===== src/rtl/hazard_scoreboard_unit_if.sv =====
// ID-stage hazard control bundle: instruction fields and redirect in, pipeline control out.
// flush_state mirrors the flush FSM register so checkers can observe it.
interface hazard_scoreboard_unit_if #(
  parameter int REG_AW = 5,
  parameter int CNT_W  = 16
);
  logic              id_valid;
  logic [6:0]        id_opcode;
  logic [REG_AW-1:0] id_rs1;
  logic [REG_AW-1:0] id_rs2;
  logic              id_rs1_used;
  logic              id_rs2_used;
  logic [REG_AW-1:0] id_rd;
  logic              pc_change;
  logic              PC_Stall;
  logic              NOP_Ins;
  logic              flush;
  logic              busy;
  logic [CNT_W-1:0]  stall_cycles;
  logic              flush_state;

  modport master (
    output id_valid, id_opcode, id_rs1, id_rs2, id_rs1_used, id_rs2_used, id_rd, pc_change,
    input  PC_Stall, NOP_Ins, flush, busy, stall_cycles, flush_state
  );

  modport slave (
    input  id_valid, id_opcode, id_rs1, id_rs2, id_rs1_used, id_rs2_used, id_rd, pc_change,
    output PC_Stall, NOP_Ins, flush, busy, stall_cycles, flush_state
  );
endinterface


===== src/rtl/hazard_scoreboard_unit.sv =====
// ID-stage hazard controller: per-register load countdown scoreboard, multi-cycle flush
// sequencing after a PC redirect, and a saturating load-use stall counter.
module hazard_scoreboard_unit #(
  parameter int REG_AW       = 5,
  parameter int LOAD_LAT     = 1,
  parameter int FLUSH_CYCLES = 1,
  parameter int CNT_W        = 16
) (
  input logic                    clk,
  input logic                    rst,
  hazard_scoreboard_unit_if.slave bus
);
  localparam int NUM_REGS = 2 ** REG_AW;
  localparam int SB_W     = $clog2(LOAD_LAT + 1);
  localparam int FC_W     = $clog2(FLUSH_CYCLES + 1);
  localparam logic [SB_W-1:0] SB_LOAD   = SB_W'(LOAD_LAT);
  localparam logic [FC_W-1:0] FC_RELOAD = FC_W'(FLUSH_CYCLES - 1);

  typedef enum logic {
    IDLE  = 1'b0,
    FLUSH = 1'b1
  } state_t;

  state_t            state, state_n;
  logic [FC_W-1:0]   fcnt, fcnt_n;
  logic [SB_W-1:0]   sb [NUM_REGS];
  logic [CNT_W-1:0]  stall_cnt;
  logic              is_load;
  logic              rs1_hit;
  logic              rs2_hit;
  logic              lu_stall;
  logic              flush_active;
  logic              load_issue;
  logic              any_pending;

  assign is_load  = (bus.id_opcode == 7'b0000011) || (bus.id_opcode == 7'b0000111);
  assign rs1_hit  = bus.id_rs1_used && (bus.id_rs1 != '0) && (sb[bus.id_rs1] != '0);
  assign rs2_hit  = bus.id_rs2_used && (bus.id_rs2 != '0) && (sb[bus.id_rs2] != '0);
  assign lu_stall = bus.id_valid && (rs1_hit || rs2_hit);

  assign flush_active = bus.pc_change || (state == FLUSH);
  // A load killed by the redirect, or one held back by its own hazard, must not be recorded.
  assign load_issue   = bus.id_valid && is_load && (bus.id_rd != '0) && !lu_stall && !flush_active;

  assign bus.flush        = flush_active;
  assign bus.NOP_Ins      = flush_active || lu_stall;
  assign bus.PC_Stall     = !flush_active && lu_stall;
  assign bus.busy         = any_pending || (state != IDLE);
  assign bus.stall_cycles = stall_cnt;
  assign bus.flush_state  = state;

  always_comb begin
    any_pending = 1'b0;
    for (int i = 0; i < NUM_REGS; i++) begin
      any_pending = any_pending || (sb[i] != '0);
    end
  end

  always_ff @(posedge clk or posedge rst) begin
    if (rst) begin
      for (int i = 0; i < NUM_REGS; i++) begin
        sb[i] <= '0;
      end
    end else begin
      sb[0] <= '0;
      for (int i = 1; i < NUM_REGS; i++) begin
        if (load_issue && (bus.id_rd == REG_AW'(i))) begin
          sb[i] <= SB_LOAD;
        end else if (sb[i] != '0) begin
          sb[i] <= sb[i] - SB_W'(1);
        end
      end
    end
  end

  always_ff @(posedge clk or posedge rst) begin
    if (rst) begin
      state <= IDLE;
      fcnt  <= '0;
    end else begin
      state <= state_n;
      fcnt  <= fcnt_n;
    end
  end

  // A redirect always restarts the window, whether or not one is already running.
  always_comb begin
    state_n = state;
    fcnt_n  = fcnt;
    if (bus.pc_change) begin
      if (FLUSH_CYCLES > 1) begin
        state_n = FLUSH;
        fcnt_n  = FC_RELOAD;
      end else begin
        state_n = IDLE;
        fcnt_n  = '0;
      end
    end else if (state == FLUSH) begin
      if (fcnt <= FC_W'(1)) begin
        state_n = IDLE;
        fcnt_n  = '0;
      end else begin
        fcnt_n  = fcnt - FC_W'(1);
      end
    end
  end

  always_ff @(posedge clk or posedge rst) begin
    if (rst) begin
      stall_cnt <= '0;
    end else if (bus.PC_Stall && (stall_cnt != '1)) begin
      stall_cnt <= stall_cnt + CNT_W'(1);
    end
  end
endmodule


===== src/flat_wrapper.sv =====
// flat-port wrapper written by rule: the top's interface ports become plain ports
module hazard_scoreboard_unit_flat 
#(
  parameter int REG_AW       = 5,
  parameter int LOAD_LAT     = 1,
  parameter int FLUSH_CYCLES = 1,
  parameter int CNT_W        = 16
)
  (clk, rst, bus_id_valid, bus_id_opcode, bus_id_rs1, bus_id_rs2, bus_id_rs1_used, bus_id_rs2_used, bus_id_rd, bus_pc_change, bus_PC_Stall, bus_NOP_Ins, bus_flush, bus_busy, bus_stall_cycles, bus_flush_state);
  hazard_scoreboard_unit_if #(.REG_AW(REG_AW), .CNT_W(CNT_W)) bus_i ();
  input logic clk;
  input logic rst;
  input wire logic [$bits(bus_i.id_valid)-1:0] bus_id_valid;
  input wire logic [$bits(bus_i.id_opcode)-1:0] bus_id_opcode;
  input wire logic [$bits(bus_i.id_rs1)-1:0] bus_id_rs1;
  input wire logic [$bits(bus_i.id_rs2)-1:0] bus_id_rs2;
  input wire logic [$bits(bus_i.id_rs1_used)-1:0] bus_id_rs1_used;
  input wire logic [$bits(bus_i.id_rs2_used)-1:0] bus_id_rs2_used;
  input wire logic [$bits(bus_i.id_rd)-1:0] bus_id_rd;
  input wire logic [$bits(bus_i.pc_change)-1:0] bus_pc_change;
  output wire logic [$bits(bus_i.PC_Stall)-1:0] bus_PC_Stall;
  output wire logic [$bits(bus_i.NOP_Ins)-1:0] bus_NOP_Ins;
  output wire logic [$bits(bus_i.flush)-1:0] bus_flush;
  output wire logic [$bits(bus_i.busy)-1:0] bus_busy;
  output wire logic [$bits(bus_i.stall_cycles)-1:0] bus_stall_cycles;
  output wire logic [$bits(bus_i.flush_state)-1:0] bus_flush_state;
  assign bus_i.id_valid = bus_id_valid;
  assign bus_i.id_opcode = bus_id_opcode;
  assign bus_i.id_rs1 = bus_id_rs1;
  assign bus_i.id_rs2 = bus_id_rs2;
  assign bus_i.id_rs1_used = bus_id_rs1_used;
  assign bus_i.id_rs2_used = bus_id_rs2_used;
  assign bus_i.id_rd = bus_id_rd;
  assign bus_i.pc_change = bus_pc_change;
  assign bus_PC_Stall = bus_i.PC_Stall;
  assign bus_NOP_Ins = bus_i.NOP_Ins;
  assign bus_flush = bus_i.flush;
  assign bus_busy = bus_i.busy;
  assign bus_stall_cycles = bus_i.stall_cycles;
  assign bus_flush_state = bus_i.flush_state;
  hazard_scoreboard_unit #(.REG_AW(REG_AW), .LOAD_LAT(LOAD_LAT), .FLUSH_CYCLES(FLUSH_CYCLES), .CNT_W(CNT_W)) u_core (.clk(clk), .rst(rst), .bus(bus_i));
endmodule

===== config.mk =====
export PLATFORM = sky130hd
export DESIGN_NAME = hazard_scoreboard_unit_flat
export DESIGN_NICKNAME = d
export VERILOG_FILES = /design/src/rtl/hazard_scoreboard_unit_if.sv /design/src/rtl/hazard_scoreboard_unit.sv /design/src/flat_wrapper.sv
export SDC_FILE = /design/constraint.sdc
export NUM_CORES = 1
export LEC_CHECK = 0
export ABC_AREA = 1
export CAP_MARGIN = 40
export CORE_MARGIN = 2
export CORE_UTILIZATION = 49
export DETAILED_ROUTE_END_ITERATION = 7
export GPL_TIMING_DRIVEN = 0
export PLACE_DENSITY = 0.88
export SYNTH_ARGS = -nofsm -noshare
export SYNTH_HDL_FRONTEND = slang
export SYNTH_SLANG_ARGS = --single-unit

===== constraint.sdc =====
create_clock -name clk -period 1.5 [get_ports clk]
set_input_delay 0.225 -clock clk [delete_from_list [all_inputs] [get_ports clk]]
set_output_delay 0.225 -clock clk [all_outputs]
set_load 0.005 [all_outputs]

==> results of run 1 <==
power by group:
part	switching (mW)	leakage, nW	internal (mW)	total [mW]
logic	0.435	1.46	0.389	0.824
clock network	0.462	0.0505	0.420	0.882
registers	0.0527	0.642	1.31	1.37
area by class of cell:
| type | instances | area [um2] |
|---|---|---|
| Multi-Input combinational cell | 310 | 1680 |
| Sequential cell | 47 | 1184 |
| Timing Repair Buffer | 81 | 798.3 |
| Buffer | 12 | 135.1 |
| Inverter | 57 | 219.0 |
| Clock buffer | 7 | 96.34 |
| Fill cell | 428 | 1707 |
| Tap cell | 75 | 93.84 |
| Clock inverter | 1 | 7.507 |
synthesized netlist by cell type:
master	count	area (um2)
a21oi_1	6	30.03
a31oi_1	1	6.260
buf_2	4	20.02
buf_4	5	37.54
buf_6	3	33.78
conb_1	1	3.750
dfrtp_1	47	1176
ha_1	1	12.51
inv_1	55	206.5
inv_2	2	7.510
nand2_1	153	574.3
nand2_4	2	22.52
nand3_1	48	240.2
nand3_2	1	10.01
nand3_4	1	17.52
nand4_1	8	50.05
nand4_2	1	12.51
nand4_4	2	42.54
nor2_1	41	153.9
nor2_4	12	135.1
nor3_1	5	25.02
nor4_1	6	37.54
o211ai_1	2	15.01
o21ai_0	4	20.02
or2_2	1	6.260
xnor2_1	5	43.79
xor2_1	9	78.83
kinds of logic (layout without fill, tap and decap cells):
logic type	count (synthesis)	after routing	share of synthesized area, %
adders and majority gates	1	1	0.4144
DFF	47	47	38.96
AOI/OAI and AO/OA	13	13	2.362
and+or+nand+nor	281	281	43.97
other	1	1	0.1242
buffers and inverters	69	158	10.11
xor gates and xnor gates	14	14	4.061
critical path: stages (launching register included):
cell and delay (ns):
dfrtp_1 0.41, inv_1 0.07, o21ai_1 0.11, nand2_1 0.06
nand3_1 0.07, nand3_1 0.09, nand3_2 0.09, nand3_4 0.09
nand2_4 0.10, buf_6 0.11, buf_4 0.10, buf_6 0.09
nand4_4 0.15, buf_6 0.22, nand2_2 0.06, nand2_1 0.06
worst paths after layout:
check,from,endpoint,cells past startpoint
worst max-delay path,u_core.sb[11],u_core.bus.stall_cycles[8],15
worst min-delay path,rst,u_core.sb[15],2
worst max register to register,u_core.sb[11],u_core.bus.stall_cycles[8],15
worst min register to register,u_core.bus.stall_cycles[15],u_core.bus.stall_cycles[15],2
max in group asynchronous,rst,u_core.bus.stall_cycles[15],3
min in group clk,u_core.bus.stall_cycles[15],u_core.bus.stall_cycles[15],2
flip-flops by register name (all words and copies together) (netlist names):
signal                   count
u_core.sb                   31
u_core.bus.stall_cycles     16
layout by cell type (no fill, tap or decap), types with 13 or more instances in the layout:
| cell | count |
|---|---|
| nand3_1 | 45 |
| nor2_1 | 29 |
| buf_4 | 25 |
| buf_6 | 18 |
| inv_1 | 41 |
| nand2_1 | 136 |
| nor2_4 | 13 |
| dlygate4sd2_1 | 13 |
| clkdlybuf4s50_1 | 24 |
| dfrtp_1 | 41 |
| nand2_2 | 16 |
| inv_2 | 15 |
metrics by stage:
step | std cells | util, %
floorplan | 426 | -
global placement | 545 | 61.14
detailed placement | 546 | 61.48
CTS | 575 | 66.95
global route | 590 | 71.18
finish | 590 | 71.18
per-layer routing:
metal / track usage, % / up-vias / routed length [um]
met5: 0 / - / 0
met4: 8.197 / 0 / 404
met3: 3.478 / 46 / 835
met2: 42.74 / 214 / 4693
met1: 33.82 / 1514 / 3894
li1: - / 1500 / -
what timing repair did:
item / CTS / global route
setup buffers: 18 / 15
resized for setup: 59 / 44
pin swaps: 11 / 19
endpoints found under the setup margin: 61 / 56
endpoints found under the hold margin: 0 / 0
cloned: 3 / 0
==> results_dict.tcl, run 1 <==
set metrics [dict create \
    vias_per_cell 5.549 \
    clock-root-buffer "clkbuf_8" \
    reg2reg_setup_slack_ns -0.50 \
    dr.pass1.iters 5 \
    p_leak_nw 2.152 \
    status "complete, but fails checks" \
    drive_gt1_share_pct 26.99 \
    ctsHoldBuffers 0 \
    grt_max_degree 43 \
    syn_inst 426 \
    ys_seq_area_share_pct 38.96 \
    crit_arrival_ns 2.22 \
    drc_errors 0 \
    ys_seq_elements 47 \
    path_max_fanout 6 \
    clock-sinks 47 \
    cts_buffers 5 \
    hold-worst-slack_ns 0.1106 \
    fmax_mhz 499.1 \
    tns_ns -19.76 \
    power_density_nw_per_um2 728.8 \
    dp_worst_setup_slack_ns -1.104 \
    clk_latency_ns 0.32 \
    die_y_um 82.50 \
    routed_wl_mm 9.827 \
    core-area_um2 5921 \
    syn_area_um2 3019 \
    wl_per_cell_um 16.66 \
    slew_headroom_pct 51.10 \
    timing.final.crit_share_pct 133.6 \
    slew_viol_final 0 \
    clk_pin_slew_ns 0.09 \
    portBuffers 44 \
    grt_pass1_wl_mm 12.99 \
    worstSetupEndpointType "register" \
    antenna-diode-count 0 \
    postPlaceCellArea_um2 3640 \
    vias 3274 \
    synth_fp_nets 455 \
    drt-initial-drc-count 207 \
    worstPathRequired_ns 1.71 \
    hold_violations 0 \
    yosys_warnings 0 \
    syn2layout_area_growth_pct 39.58 \
    period_needed_ns 2.004 \
    io_pins 49 \
    grt_pass1_vias 2746 \
    fin_nets 543 \
    hold_path.class "primary input to async pin" \
    skew_ns 0.01155 \
    ant_nets 0 \
    irDropWorstVdd_mv 0.8301 \
    violations "negative setup slack" \
    dieArea_um2 6805 \
    grt_use_total_pct 25.36 \
    cts_buffer_depth 2 \
    tritoncts "yes" \
    cp-start-kind "register" \
    globalRoute.totalOverflow 0 \
    post-dp-hpwl_mm 5.605 \
    antenna_found_initial 0 \
    finalPower_mw 3.071 \
    start_util_pct 50.99 \
    ys_types 27 \
    worst_pin_slew_ns 0.7268 \
    setup_viol 51 \
    drv_cap 0 \
    worstSetupPathType "register to register" \
    setup_ws_ns -0.5035 \
    design_area_um2 4214 \
    fp.dieW_um 82.50 \
    syn_avg_cell_area_um2 7.087 \
    rsz0062_at_grt "true" \
    place.gp.congestion 0.8890 \
    rows 28 \
    cts-htree-levels 2 \
]
Note: power is estimated with default switching activity, not from simulation.
==> run 2, diff against run 1 <==
MAX_ROUTING_LAYER = met4   (was unset)
==> results_dict.tcl, run 2 (synthesis gave the netlist of run 1 again) <==
set metrics [dict create \
    final_common_cell "nand2_1" \
    rows 28 \
    period_needed_ns 2.045 \
    grt_pass1_wl_mm 14.18 \
    combPwrFrac_pct 25.4 \
    tritoncts "yes" \
    drt-initial-drc-count 289 \
    syn2layout_area_growth_pct 40.86 \
    hold_violations 0 \
    wl_per_cell_um 17.97 \
    switchingPower_uw 979.7 \
    place_inst 546 \
    rsz0062_at_grt "true" \
    dr.pass1.iters 5 \
    clock-sinks 47 \
    globalRoute.totalOverflow 0 \
    post-dp-hpwl_mm 5.844 \
    fillerInstances 396 \
    crit_arrival_ns 2.30 \
    status "complete, but fails checks" \
    routed_wl_mm 10.69 \
    path_max_fanout 5 \
    dp_worst_setup_slack_ns -1.070 \
    tns_ns -21.38 \
    layout_common_cells "nand2_1 (133), nand3_1 (43), inv_1 (41)" \
    power_frac_clock_pct 31.0 \
    drv_cap 0 \
    fmax_mhz 489.0 \
    timing.final.crit_share_pct 136.3 \
    p_leak_nw 2.225 \
    core-area_um2 5921 \
    swShare_pct 31.05 \
    fp.dieW_um 82.50 \
    worstSetupEndpointType "register" \
    fin_nets 548 \
    skew_ns 0.01557 \
    grt_max_degree 32 \
    worst_pin_slew_ns 0.6837 \
    regMostFlops "u_core.sb" \
    die_y_um 82.50 \
    hold_path.class "primary input to async pin" \
    ant_nets 0 \
    drive_gt1_share_pct 28.27 \
    clk_latency_ns 0.31 \
    clk_pin_slew_ns 0.10 \
    violations "negative setup slack" \
    slew_headroom_pct 54.07 \
    worstSetupPathType "register to register" \
    portBuffers 44 \
    drc_errors 0 \
    power_density_nw_per_um2 741.8 \
    finalPower_mw 3.155 \
    vias_per_cell 5.681 \
    cts_buffer_depth 2 \
    cp-start-kind "register" \
    p_int_mw 2.175 \
    vias 3380 \
    fin_cells 595 \
    worstPathRequired_ns 1.75 \
    dieArea_um2 6805 \
    io_pins 49 \
    regArea_um2 1187 \
    antenna_found_initial 0 \
    largest_reg_flops 31 \
    antenna-diode-count 0 \
    p_seq_share_pct 43.6 \
    clock-root-buffer "clkbuf_8" \
    irDropWorstVdd_mv 0.6847 \
    grt_use_total_pct 28.25 \
    place.gp.congestion 0.9086 \
    cts_buffers 5 \
    slew_viol_final 0 \
    setup_ws_ns -0.5452 \
    start_util_pct 50.99 \
    multi_input_area_um2 1667 \
    cts-htree-levels 2 \
    setup_viol 51 \
    grt_pass1_vias 2944 \
]
## run 2: cell count changes in the layout (fill, tap and decap cells not counted), moves of 4 or more
cell,previous run,this run
buf_6,18,22
dlygate4sd2_1,13,9
dlymetal6s2s_1,3,7
nor2_2,11,7
## run 2: path summary, 6_finish.rpt
check                                             end  depth (start not counted)                  startpoint  slack (ns)
max in group asynchronous               u_core.sb[15]                          3                         rst        0.79
setup / recovery           u_core.bus.stall_cycles[3]                          9  u_core.bus.stall_cycles[1]       -0.55
hold / removal                          u_core.sb[21]                          2                         rst        0.20
setup reg to reg           u_core.bus.stall_cycles[3]                          9  u_core.bus.stall_cycles[1]       -0.55
hold reg to reg            u_core.bus.stall_cycles[8]                          2  u_core.bus.stall_cycles[8]        0.57
min in group clk           u_core.bus.stall_cycles[8]                          2  u_core.bus.stall_cycles[8]        0.57
## run 2: cell type report
class / count / area share (%)
inverters: 57 / 5.149
multi-input cells: 310 / 39.19
repair buffers: 86 / 19.65
well taps: 75 / 2.207
clock buffers: 5 / 1.618
flip-flops and latches: 47 / 27.92
clock inverters: 3 / 1.089
plain buffers: 12 / 3.177
## run 2: power groups by stage
stage	clock, mW	sequential (mW)	combinational [mW]
detailed placement	0	1.40	0.574
finish	0.976	1.38	0.801
global placement	0	1.40	0.552
global route	1.01	1.38	0.846
CTS	0.939	1.37	0.637
floorplan	0	1.39	0.321
## run 2: through the flow
| stage | hold slack [ns] | util [%] | area (um2) |
|---|---|---|---|
| 2_1_floorplan | 0.3922 | - | 3085 |
| 3_3_place_gp | 0.5312 | 61.14 | 3620 |
| 3_5_place_dp | 0.5437 | 61.48 | 3640 |
| 4_1_cts | 0.2163 | 67.79 | 4014 |
| 5_1_grt | 0.2369 | 71.83 | 4253 |
| 6_report | 0.2017 | 71.83 | 4253 |
## run 2: timing repair
action,CTS,global route
hold buffers,0,0
gates cloned,3,2
endpoints found under the setup margin,58,60
resized for setup,65,49
pin swaps,16,23
hold endpoints to repair,0,0
setup buffers,22,19
## run 2: critical path, cell delays in order (launching register included)
cell and delay [ns]:
dfrtp_1 0.46, ha_2 0.26, nand3_1 0.18, nor2_2 0.19, nand4_1 0.21, buf_4 0.21, nand4_4 0.15, buf_6 0.13
nand2_1 0.09, nand2_1 0.10
## run 2: metal layers
layer	vias to the layer above	wire length, um	global-route usage, %
met2	243	5458	46.69
met3	62	861	3.804
li1	1511	-	-
met5	-	0	-
met1	1564	3917	35.41
met4	0	456	10.82
==> run 3, diff against run 2 <==
SKIP_LAST_GASP = 1   (was unset)
==> results_dict.tcl, run 3 (synthesis gave the netlist of run 1 again) <==
set metrics [dict create \
    regMostFlops "u_core.sb" \
    power_density_nw_per_um2 741.7 \
    rows 28 \
    setup_ws_ns -0.5154 \
    io_pins 49 \
    largest_reg_flops 31 \
    post-dp-hpwl_mm 5.844 \
    slew_headroom_pct 60.36 \
    portBuffers 44 \
    ant_nets 0 \
    cts-htree-levels 2 \
    drive_gt1_share_pct 27.10 \
    slew_viol_final 0 \
    grt_use_total_pct 28.42 \
    p_leak_nw 2.239 \
    fin_nets 552 \
    tritoncts "yes" \
    die_y_um 82.50 \
    design_area_um2 4288 \
    syn2layout_area_growth_pct 42.02 \
    startpoint "u_core.sb[8]" \
    place.gp.congestion 0.9086 \
    r2r_start "u_core.sb[28]" \
    drc_errors 1 \
    postPlaceCellArea_um2 3640 \
    cp-start-kind "register" \
    core-area_um2 5921 \
    start_util_pct 50.99 \
    layout_common_cells "nand2_1 (140), nand3_1 (42), inv_1 (41)" \
    clock-sinks 47 \
    antenna-diode-count 0 \
    worst_pin_slew_ns 0.5892 \
    vias 3415 \
    fp.dieW_um 82.50 \
    fmax_mhz 496.2 \
    hold-worst-slack_ns 0.2095 \
    dp_worst_setup_slack_ns -1.070 \
    crit_arrival_ns 1.79 \
    path_max_fanout 3 \
    hold_path.class "primary input to async pin" \
    irDropWorstVdd_mv 0.7773 \
    worstSetupEndpointType "primary output" \
    hold_violations 0 \
    clk_latency_ns 0.30 \
    grt_pass1_vias 2971 \
    drt-initial-drc-count 265 \
    finalPower_mw 3.180 \
    tns_ns -21.43 \
    clock-root-buffer "clkbuf_8" \
    clk_pin_slew_ns 0.10 \
    skew_ns 0.01642 \
    dieArea_um2 6805 \
    grt_pass1_wl_mm 14.26 \
    rsz0062_at_grt "true" \
    cts_buffers 5 \
    period_needed_ns 2.015 \
    timing.final.crit_share_pct 134.4 \
    status "complete, but fails checks" \
    violations "design-rule violations, negative setup slack" \
    globalRoute.totalOverflow 0 \
    drv_cap 0 \
    dr.pass1.iters 8 \
    setup_viol 50 \
    final_common_cell "nand2_1" \
    vias_per_cell 5.701 \
    routed_wl_mm 10.41 \
    worstPathRequired_ns 1.27 \
    cts_buffer_depth 2 \
    grt_max_degree 32 \
    worstSetupPathType "register to primary output" \
    wl_per_cell_um 17.37 \
    antenna_found_initial 0 \
]
[run 3: critical path, cell delays in order (launching register included)]
cell and delay, ns:
dfrtp_1 0.38, inv_2 0.09, nand2_1 0.06, nand3_1 0.09, nand2_1 0.06, nand2_1 0.05
nand2_1 0.05, nor2_1 0.08, nand2_1 0.06, nand3_2 0.09, nand2_4 0.08, buf_6 0.13
nand2_4 0.06, nand2_2 0.06, buf_2 0.15
[run 3: path summary, 6_finish.rpt]
kind	to	slack, ns	cells after the start
max	bus_NOP_Ins	-0.52	14
min	u_core.sb[21]	0.21	2
max reg2reg	u_core.bus.stall_cycles[8]	-0.52	15
min reg2reg	u_core.bus.stall_cycles[13]	0.58	2
max in group asynchronous	u_core.sb[15]	0.78	3
min in group clk	u_core.bus.stall_cycles[13]	0.58	2
[run 3: where the power goes]
group | total (mW) | leakage, nW | internal [mW] | switching, mW
combinational | 0.859 | 1.54 | 0.418 | 0.440
clock | 0.948 | 0.0548 | 0.503 | 0.445
sequential | 1.37 | 0.639 | 1.31 | 0.0609
[run 3: cell type report]
cell class | count | area (um2)
inverters | 57 | 219.0
plain buffers | 12 | 135.1
clock buffers | 5 | 68.82
well taps | 75 | 93.84
clock inverters | 3 | 46.29
multi-input cells | 310 | 1644
flip-flops and latches | 47 | 1186
fillers | 394 | 1633
repair buffers | 90 | 894.6
[run 3: per-layer routing]
layer,part of all wire (%),GRT usage [%],vias to the layer above
met5,0,-,-
met4,4.6,13.44,0
met3,8.6,3.804,67
met2,50,46.53,260
met1,37,34.94,1569
li1,-,-,1519
[run 3: through the flow]
stage | utilization, % | std cells
2_1_floorplan | - | 426
4_1_cts | 67.79 | 578
5_1_grt | 72.42 | 599
3_5_place_dp | 61.48 | 546
3_3_place_gp | 61.14 | 545
6_report | 72.42 | 599
[run 3: what timing repair did]
item / 4_1_cts / 5_1_grt
pin swaps: 16 / 14
hold buffers: 0 / 0
setup buffers: 22 / 22
gates resized for setup: 61 / 40
gates cloned: 3 / 1
setup endpoints to repair: 58 / 64
